## config.mk

```make
export PLATFORM = sky130hd
export DESIGN_NAME = alu_issue_ctrl_flat
export DESIGN_NICKNAME = d
export VERILOG_FILES = /design/src/rtl/alu_pkg.sv /design/src/rtl/alu_issue_ctrl_if.sv /design/src/rtl/alu_regfile.sv /design/src/rtl/alu_issue_ctrl.sv /design/src/flat_wrapper.sv
export SDC_FILE = /design/constraint.sdc
export NUM_CORES = 1
export LEC_CHECK = 0
export CORE_MARGIN = 3
export CORE_UTILIZATION = 39
export CTS_CLUSTER_DIAMETER = 120
export DETAILED_ROUTE_END_ITERATION = 10
export PLACE_DENSITY = 0.69
export SLEW_MARGIN = 15
export SYNTH_ARGS = -nofsm -noshare
export SYNTH_HDL_FRONTEND = slang
export SYNTH_SLANG_ARGS = --single-unit
```

## constraint.sdc

```tcl
create_clock -name clk -period 2.45 [get_ports clk]
set_input_delay 0.6125 -clock clk [delete_from_list [all_inputs] [get_ports clk]]
set_output_delay 0.6125 -clock clk [all_outputs]
set_load 0.02 [all_outputs]
```

## src/rtl/alu_pkg.sv

```systemverilog
// Shared definitions for the ALU issue controller: opcodes, error result,
// FSM state encoding and the legal-opcode decoder.
package alu_pkg;

    localparam logic [7:0] OP_ADD   = 8'h00;
    localparam logic [7:0] OP_SUB   = 8'h01;
    localparam logic [7:0] OP_MUL   = 8'h02;
    localparam logic [7:0] OP_DIV   = 8'h03;
    localparam logic [7:0] OP_MOD   = 8'h13;
    localparam logic [7:0] OP_CMP   = 8'h04;
    localparam logic [7:0] OP_NOT   = 8'h08;
    localparam logic [7:0] OP_AND   = 8'h09;
    localparam logic [7:0] OP_OR    = 8'h0A;
    localparam logic [7:0] OP_XOR   = 8'h0B;
    localparam logic [7:0] OP_SHL   = 8'h10;
    localparam logic [7:0] OP_SHR   = 8'h11;
    localparam logic [7:0] OP_LOADI = 8'hF0;

    localparam logic [7:0] DIV0_RESULT = 8'hFF;

    typedef enum logic [1:0] {
        ST_IDLE = 2'd0,
        ST_EXEC = 2'd1,
        ST_WB   = 2'd2
    } state_e;

    // True only for opcodes the external ALU implements; LOADI is handled separately.
    function automatic logic is_legal_op(input logic [7:0] op);
        logic legal;
        case (op)
            OP_ADD, OP_SUB, OP_MUL, OP_DIV, OP_MOD, OP_CMP,
            OP_NOT, OP_AND, OP_OR, OP_XOR, OP_SHL, OP_SHR: legal = 1'b1;
            default:                                      legal = 1'b0;
        endcase
        return legal;
    endfunction

endpackage

```

## src/rtl/alu_issue_ctrl_if.sv

```systemverilog
// Instruction handshake, ALU operand bus and retire signals of the issue controller.
// master = decode/ALU side, slave = the controller.
interface alu_issue_ctrl_if #(
    parameter int REG_AW = 2
);
    logic              in_valid;
    logic              in_ready;
    logic [7:0]        in_op;
    logic [REG_AW-1:0] in_rd;
    logic [REG_AW-1:0] in_rs1;
    logic [REG_AW-1:0] in_rs2;
    logic [7:0]        in_imm;
    logic [7:0]        alu_a;
    logic [7:0]        alu_b;
    logic [7:0]        alu_op;
    logic [7:0]        alu_result;
    logic              done;
    logic [7:0]        done_data;
    logic              err;

    modport master (
        output in_valid, in_op, in_rd, in_rs1, in_rs2, in_imm, alu_result,
        input  in_ready, alu_a, alu_b, alu_op, done, done_data, err
    );

    modport slave (
        input  in_valid, in_op, in_rd, in_rs1, in_rs2, in_imm, alu_result,
        output in_ready, alu_a, alu_b, alu_op, done, done_data, err
    );

endinterface

```

## src/rtl/alu_regfile.sv

```systemverilog
// NREGS x 8 register file: one synchronous write port, two operand read ports
// and a debug read port, all reads combinational; asynchronous clear.
module alu_regfile #(
    parameter int NREGS  = 4,
    parameter int REG_AW = 2
) (
    input  logic              clk,
    input  logic              rst_n,
    input  logic              we_i,
    input  logic [REG_AW-1:0] waddr_i,
    input  logic [7:0]        wdata_i,
    input  logic [REG_AW-1:0] raddr1_i,
    input  logic [REG_AW-1:0] raddr2_i,
    input  logic [REG_AW-1:0] dbg_addr_i,
    output logic [7:0]        rdata1_o,
    output logic [7:0]        rdata2_o,
    output logic [7:0]        dbg_data_o
);

    logic [7:0] mem_q [NREGS];

    // Storage array with asynchronous clear and single write port.
    always_ff @(posedge clk or negedge rst_n) begin
        if (!rst_n) begin
            for (int i = 0; i < NREGS; i++) begin
                mem_q[i] <= 8'h00;
            end
        end else if (we_i) begin
            mem_q[waddr_i] <= wdata_i;
        end
    end

    assign rdata1_o   = mem_q[raddr1_i];
    assign rdata2_o   = mem_q[raddr2_i];
    assign dbg_data_o = mem_q[dbg_addr_i];

endmodule

```

## src/rtl/alu_issue_ctrl.sv

```systemverilog
// Issue controller: accepts one instruction, drives the external ALU for one
// cycle, then retires it with a done pulse and register write-back.
module alu_issue_ctrl
    import alu_pkg::*;
#(
    parameter int NREGS  = 4,
    parameter int REG_AW = 2
) (
    input  logic              clk,
    input  logic              rst_n,
    alu_issue_ctrl_if.slave   bus,
    input  logic [REG_AW-1:0] dbg_sel,
    output logic [7:0]        dbg_data
);

    state_e            state_q, state_d;
    logic              in_ready_q, in_ready_d;
    logic [7:0]        alu_a_q, alu_a_d;
    logic [7:0]        alu_b_q, alu_b_d;
    logic [7:0]        alu_op_q, alu_op_d;
    logic [7:0]        imm_q, imm_d;
    logic [REG_AW-1:0] rd_q, rd_d;
    logic [7:0]        res_q, res_d;
    logic              err_q, err_d;
    logic              done_q, done_d;

    logic [7:0]        rs1_data_s;
    logic [7:0]        rs2_data_s;
    logic              rf_we_s;

    // Write-back happens at the end of the WB cycle, only for error-free results.
    assign rf_we_s = done_q & ~err_q;

    alu_regfile #(
        .NREGS  (NREGS),
        .REG_AW (REG_AW)
    ) u_regfile (
        .clk        (clk),
        .rst_n      (rst_n),
        .we_i       (rf_we_s),
        .waddr_i    (rd_q),
        .wdata_i    (res_q),
        .raddr1_i   (bus.in_rs1),
        .raddr2_i   (bus.in_rs2),
        .dbg_addr_i (dbg_sel),
        .rdata1_o   (rs1_data_s),
        .rdata2_o   (rs2_data_s),
        .dbg_data_o (dbg_data)
    );

    // State and datapath registers.
    always_ff @(posedge clk or negedge rst_n) begin
        if (!rst_n) begin
            state_q    <= ST_IDLE;
            in_ready_q <= 1'b1;
            alu_a_q    <= 8'h00;
            alu_b_q    <= 8'h00;
            alu_op_q   <= 8'h00;
            imm_q      <= 8'h00;
            rd_q       <= '0;
            res_q      <= 8'h00;
            err_q      <= 1'b0;
            done_q     <= 1'b0;
        end else begin
            state_q    <= state_d;
            in_ready_q <= in_ready_d;
            alu_a_q    <= alu_a_d;
            alu_b_q    <= alu_b_d;
            alu_op_q   <= alu_op_d;
            imm_q      <= imm_d;
            rd_q       <= rd_d;
            res_q      <= res_d;
            err_q      <= err_d;
            done_q     <= done_d;
        end
    end

    // Next-state and result selection; operand registers double as the ALU drive.
    always_comb begin
        state_d  = state_q;
        alu_a_d  = alu_a_q;
        alu_b_d  = alu_b_q;
        alu_op_d = alu_op_q;
        imm_d    = imm_q;
        rd_d     = rd_q;
        res_d    = res_q;
        err_d    = 1'b0;
        done_d   = 1'b0;

        case (state_q)
            ST_IDLE: begin
                if (bus.in_valid && in_ready_q) begin
                    alu_a_d  = rs1_data_s;
                    alu_b_d  = rs2_data_s;
                    alu_op_d = bus.in_op;
                    imm_d    = bus.in_imm;
                    rd_d     = bus.in_rd;
                    state_d  = ST_EXEC;
                end else begin
                    state_d  = ST_IDLE;
                end
            end
            ST_EXEC: begin
                done_d  = 1'b1;
                state_d = ST_WB;
                if (alu_op_q == OP_LOADI) begin
                    res_d = imm_q;
                    err_d = 1'b0;
                end else if (!is_legal_op(alu_op_q)) begin
                    res_d = 8'h00;
                    err_d = 1'b1;
                end else if (((alu_op_q == OP_DIV) || (alu_op_q == OP_MOD)) &&
                             (alu_b_q == 8'h00)) begin
                    res_d = DIV0_RESULT;
                    err_d = 1'b1;
                end else begin
                    res_d = bus.alu_result;
                    err_d = 1'b0;
                end
            end
            ST_WB: begin
                state_d = ST_IDLE;
            end
            default: begin
                state_d = ST_IDLE;
            end
        endcase

        if (state_d == ST_IDLE) begin
            in_ready_d = 1'b1;
        end else begin
            in_ready_d = 1'b0;
        end
    end

    assign bus.in_ready  = in_ready_q;
    assign bus.alu_a     = alu_a_q;
    assign bus.alu_b     = alu_b_q;
    assign bus.alu_op    = alu_op_q;
    assign bus.done      = done_q;
    assign bus.done_data = res_q;
    assign bus.err       = err_q;

endmodule

```

## src/flat_wrapper.sv

```systemverilog
// flat-port wrapper written by rule: the top's interface ports become plain ports
module alu_issue_ctrl_flat import alu_pkg::*;
#(
    parameter int NREGS  = 4,
    parameter int REG_AW = 2
)
  (clk, rst_n, dbg_sel, dbg_data, bus_in_valid, bus_in_op, bus_in_rd, bus_in_rs1, bus_in_rs2, bus_in_imm, bus_alu_result, bus_in_ready, bus_alu_a, bus_alu_b, bus_alu_op, bus_done, bus_done_data, bus_err);
  alu_issue_ctrl_if #(.REG_AW(REG_AW)) bus_i ();
  input  logic clk;
  input  logic rst_n;
  input  logic [REG_AW-1:0] dbg_sel;
  output logic [7:0] dbg_data;
  input wire logic [$bits(bus_i.in_valid)-1:0] bus_in_valid;
  input wire logic [$bits(bus_i.in_op)-1:0] bus_in_op;
  input wire logic [$bits(bus_i.in_rd)-1:0] bus_in_rd;
  input wire logic [$bits(bus_i.in_rs1)-1:0] bus_in_rs1;
  input wire logic [$bits(bus_i.in_rs2)-1:0] bus_in_rs2;
  input wire logic [$bits(bus_i.in_imm)-1:0] bus_in_imm;
  input wire logic [$bits(bus_i.alu_result)-1:0] bus_alu_result;
  output wire logic [$bits(bus_i.in_ready)-1:0] bus_in_ready;
  output wire logic [$bits(bus_i.alu_a)-1:0] bus_alu_a;
  output wire logic [$bits(bus_i.alu_b)-1:0] bus_alu_b;
  output wire logic [$bits(bus_i.alu_op)-1:0] bus_alu_op;
  output wire logic [$bits(bus_i.done)-1:0] bus_done;
  output wire logic [$bits(bus_i.done_data)-1:0] bus_done_data;
  output wire logic [$bits(bus_i.err)-1:0] bus_err;
  assign bus_i.in_valid = bus_in_valid;
  assign bus_i.in_op = bus_in_op;
  assign bus_i.in_rd = bus_in_rd;
  assign bus_i.in_rs1 = bus_in_rs1;
  assign bus_i.in_rs2 = bus_in_rs2;
  assign bus_i.in_imm = bus_in_imm;
  assign bus_i.alu_result = bus_alu_result;
  assign bus_in_ready = bus_i.in_ready;
  assign bus_alu_a = bus_i.alu_a;
  assign bus_alu_b = bus_i.alu_b;
  assign bus_alu_op = bus_i.alu_op;
  assign bus_done = bus_i.done;
  assign bus_done_data = bus_i.done_data;
  assign bus_err = bus_i.err;
  alu_issue_ctrl #(.NREGS(NREGS), .REG_AW(REG_AW)) u_core (.clk(clk), .rst_n(rst_n), .bus(bus_i), .dbg_sel(dbg_sel), .dbg_data(dbg_data));
endmodule
```

==> flow_summary.toml <==
[setup_path]
required_ns = 1.84
r2r_cells = 2
path_max_fanout = 5
critical_path_arrival_ns = 1.75
endpoint_kind = "output port"
critical_path_class = "input port to output port"
start_kind = "input port"

[grt]
grt_pass1_vias = 2580
grt.overflow.total = 0
grt_max_degree = 48
grt_use_total_pct = 17.5
grt_pass1_wl_um = 14500
antenna_found_initial = 0

[synthesis]
syn-mean-instance-area_sq_um = 15.1
yosysSeqAreaShare_pct = 52.4
synthCells = 246
synthesis.nets = 281
yosys.area.top_type_share_pct = 51.7
yosys-top-cells-area = "dfrtp_1 (52%), mux2_2 (17%), mux4_2 (15%)"
syn_area_sq_um = 3720
synth.distinct_cells = 30
synth_seq_cells = 78
synth_top_cell_by_area = "dfrtp_1"
yosys_warnings = 0

[sta]
slew-limit-headroom_pct = 55.1
fmax_mhz = 423
setup_viol = 0
finalHoldViolCount = 0
fin_skew_ns = 0.00637
rsz0062_at_grt = "no"
worst_slew_pin_slew_ns = 0.670
drv_slew = 0
min_period_ns = 2.37
fin_crit_sh_pct = 96.5

[layout]
layoutNonFillerInstCount = 468
antenna_cells = 0
num-fill-cells = 789
layout.nets = 369
drive_gt1_share_pct = 40.4
areaGrowthSynthToFinish_pct = 32.2

[placement]
gp_congestion = 0.798
dp_hpwl_um = 6360
numPlacedInstances = 452
io_buffers = 77

[clock_network]
root_buffer = "clkbuf_8"
clk_latency_ns = 0.34
cts_tree = "built"
numClockSinks = 78
htree_num_levels = 3
clk_path_buf_depth = 2
path_clk_slew_ns = 0.08
cts_setup_buffers = 0
cts_buffers = 9

[route]
drc_errors = 0
drt_iter0_drc = 75
drt.antenna.violating_nets = 0
routedWlPerCell_um = 18.7
wl_um = 8770
first_pass_iters = 4
via_count = 2445
vias_per_cell = 5.22

[pwr]
clkPwrFrac_pct = 17.7
power.density_nw_per_um2 = 1190
switching_power_w = 0.00208
p_leak_nw = 2.18
seqPwrFrac_pct = 41.2
switching_share_pct = 35.3
p_comb_share_pct = 41.1
power.internal_w = 0.00380
ir_drop_mv = 0.458
power_w = 0.00588

[floorplan]
dieArea_sq_um = 10800
fp.dieH_um = 104
die_x_um = 104
fp.coreArea_sq_um = 9240
design.portCount = 78
num_rows = 35
initial_core_util_pct = 40.3

[hold_path]
hold_class = "input port to asynchronous set/reset pin"

[flow_run]
drv_cap = 0

[status]
status = "completed"
[cell usage after synthesis (all sizes together)]
cell type	count
nor4b	1
o31a	1
dfrtp	77
nand4	1
mux2	58
inv	9
dfstp	1
and4	1
nor2	11
o32a	1
nand2	18
o21ai	8
a211oi	1
mux4	24
nand4b	1
nor4bb	2
clkbuf	2
nand2b	1
nor4	2
nor3	2
buf	12
nor2b	1
o221ai	8
nand3b	1
and4bb	1
or4	1
[cells by family after synthesis]
kind of cell    after synthesis  synth area share, %
flops                        78                 52.4
buf+inv                      23                 2.65
simple gates                 44                 7.86
compound gates               19                 5.01
mux                          82                 32.0
[per-layer routing]
| metal | part of all wire, % | global-route usage [%] |
|---|---|---|
| met2 | 49 | 27.6 |
| met3 | 4.8 | 3.18 |
| met4 | 2.2 | 7.88 |
| met1 | 44 | 23.8 |
| met5 | 0 | 0 |
[power by group through the flow]
stage / clock network (W) / logic (W) / registers, W
after detailed placement: 0 / 0.00249 / 0.00245
after floorplan: 0 / 0.00131 / 0.00254
after CTS: 0.00107 / 0.00245 / 0.00243
after global placement: 0 / 0.00245 / 0.00243
final: 0.00104 / 0.00242 / 0.00242
after global routing: 0.00112 / 0.00260 / 0.00251
[repair_timing]
action,in CTS,in global routing
setup endpoints to repair,8,0
hold buffers,0,0
gates resized for setup,37,0
[worst paths after layout]
path / slack [ns] / start / end
hold / removal: 0.20 / rst_n / u_core.bus.alu_a[1]
max in group asynchronous: 1.59 / rst_n / u_core.bus.in_ready
setup / recovery: 0.08 / dbg_sel[1] / dbg_data[7]
hold reg to reg: 0.51 / u_core.bus.alu_a[3] / u_core.bus.alu_a[3]
setup reg to reg: 0.80 / u_core.bus.err / u_core.u_regfile.mem_q[2]
min in group clk: 0.51 / u_core.bus.alu_a[3] / u_core.bus.alu_a[3]
[final cells by class]
cell class	instances	area, sq um	area share (%)
Clock buffer	13	179	3.63
Clock inverter	3	40.0	0.813
Inverter	9	33.8	0.686
Multi-Input combinational cell	145	1670	34.0
Sequential cell	78	1950	39.7
Tap cell	129	161	3.28
Timing Repair Buffer	91	883	17.9
[critical path, stage by stage]
cell and delay, ns:
clkdlybuf4s50_1 0.49, buf_4 0.16, mux4_2 0.31, buf_2 0.18
[flip-flops by register name, indices dropped and copies added (netlist names)]
name / flops
u_core.bus.alu_a: 8
u_core.bus.err: 1
u_core.imm_q: 8
u_core.bus.done: 1
u_core.state_q: 1
u_core.rd_q: 2
u_core.bus.done_data: 8
u_core.bus.in_ready: 1
u_core.u_regfile.mem_q: 32
u_core.bus.alu_op: 8
u_core.bus.alu_b: 8
[layout by cell type, fill, tap and decap left out, types with 7 or more instances in the layout]
master           instances
buf_2                    7
clkbuf_8                13
nand2_1                 17
mux2_2                  57
mux4_2                  24
inv_1                    9
dfrtp_1                 77
nor2_1                  10
clkdlybuf4s50_1         67
o21ai_0                  8
buf_4                   10
o221ai_2                 8
[stage by stage]
step                      TNS [ns]  area (sq um)  hold slack, ns  worst slack (ns)  util (%)
after global placement       -3.80          4730           0.493            -0.513      51.2
after CTS                        0          4920           0.207            0.0866      53.3
after global routing             0          4920           0.226            0.0557      53.3
final                            0          4920           0.199            0.0849      53.3
after floorplan                  0          3720           0.317             0.397         -
after detailed placement     -3.77          4730           0.495            -0.522      51.2
Power figures use the tool's default switching activity.
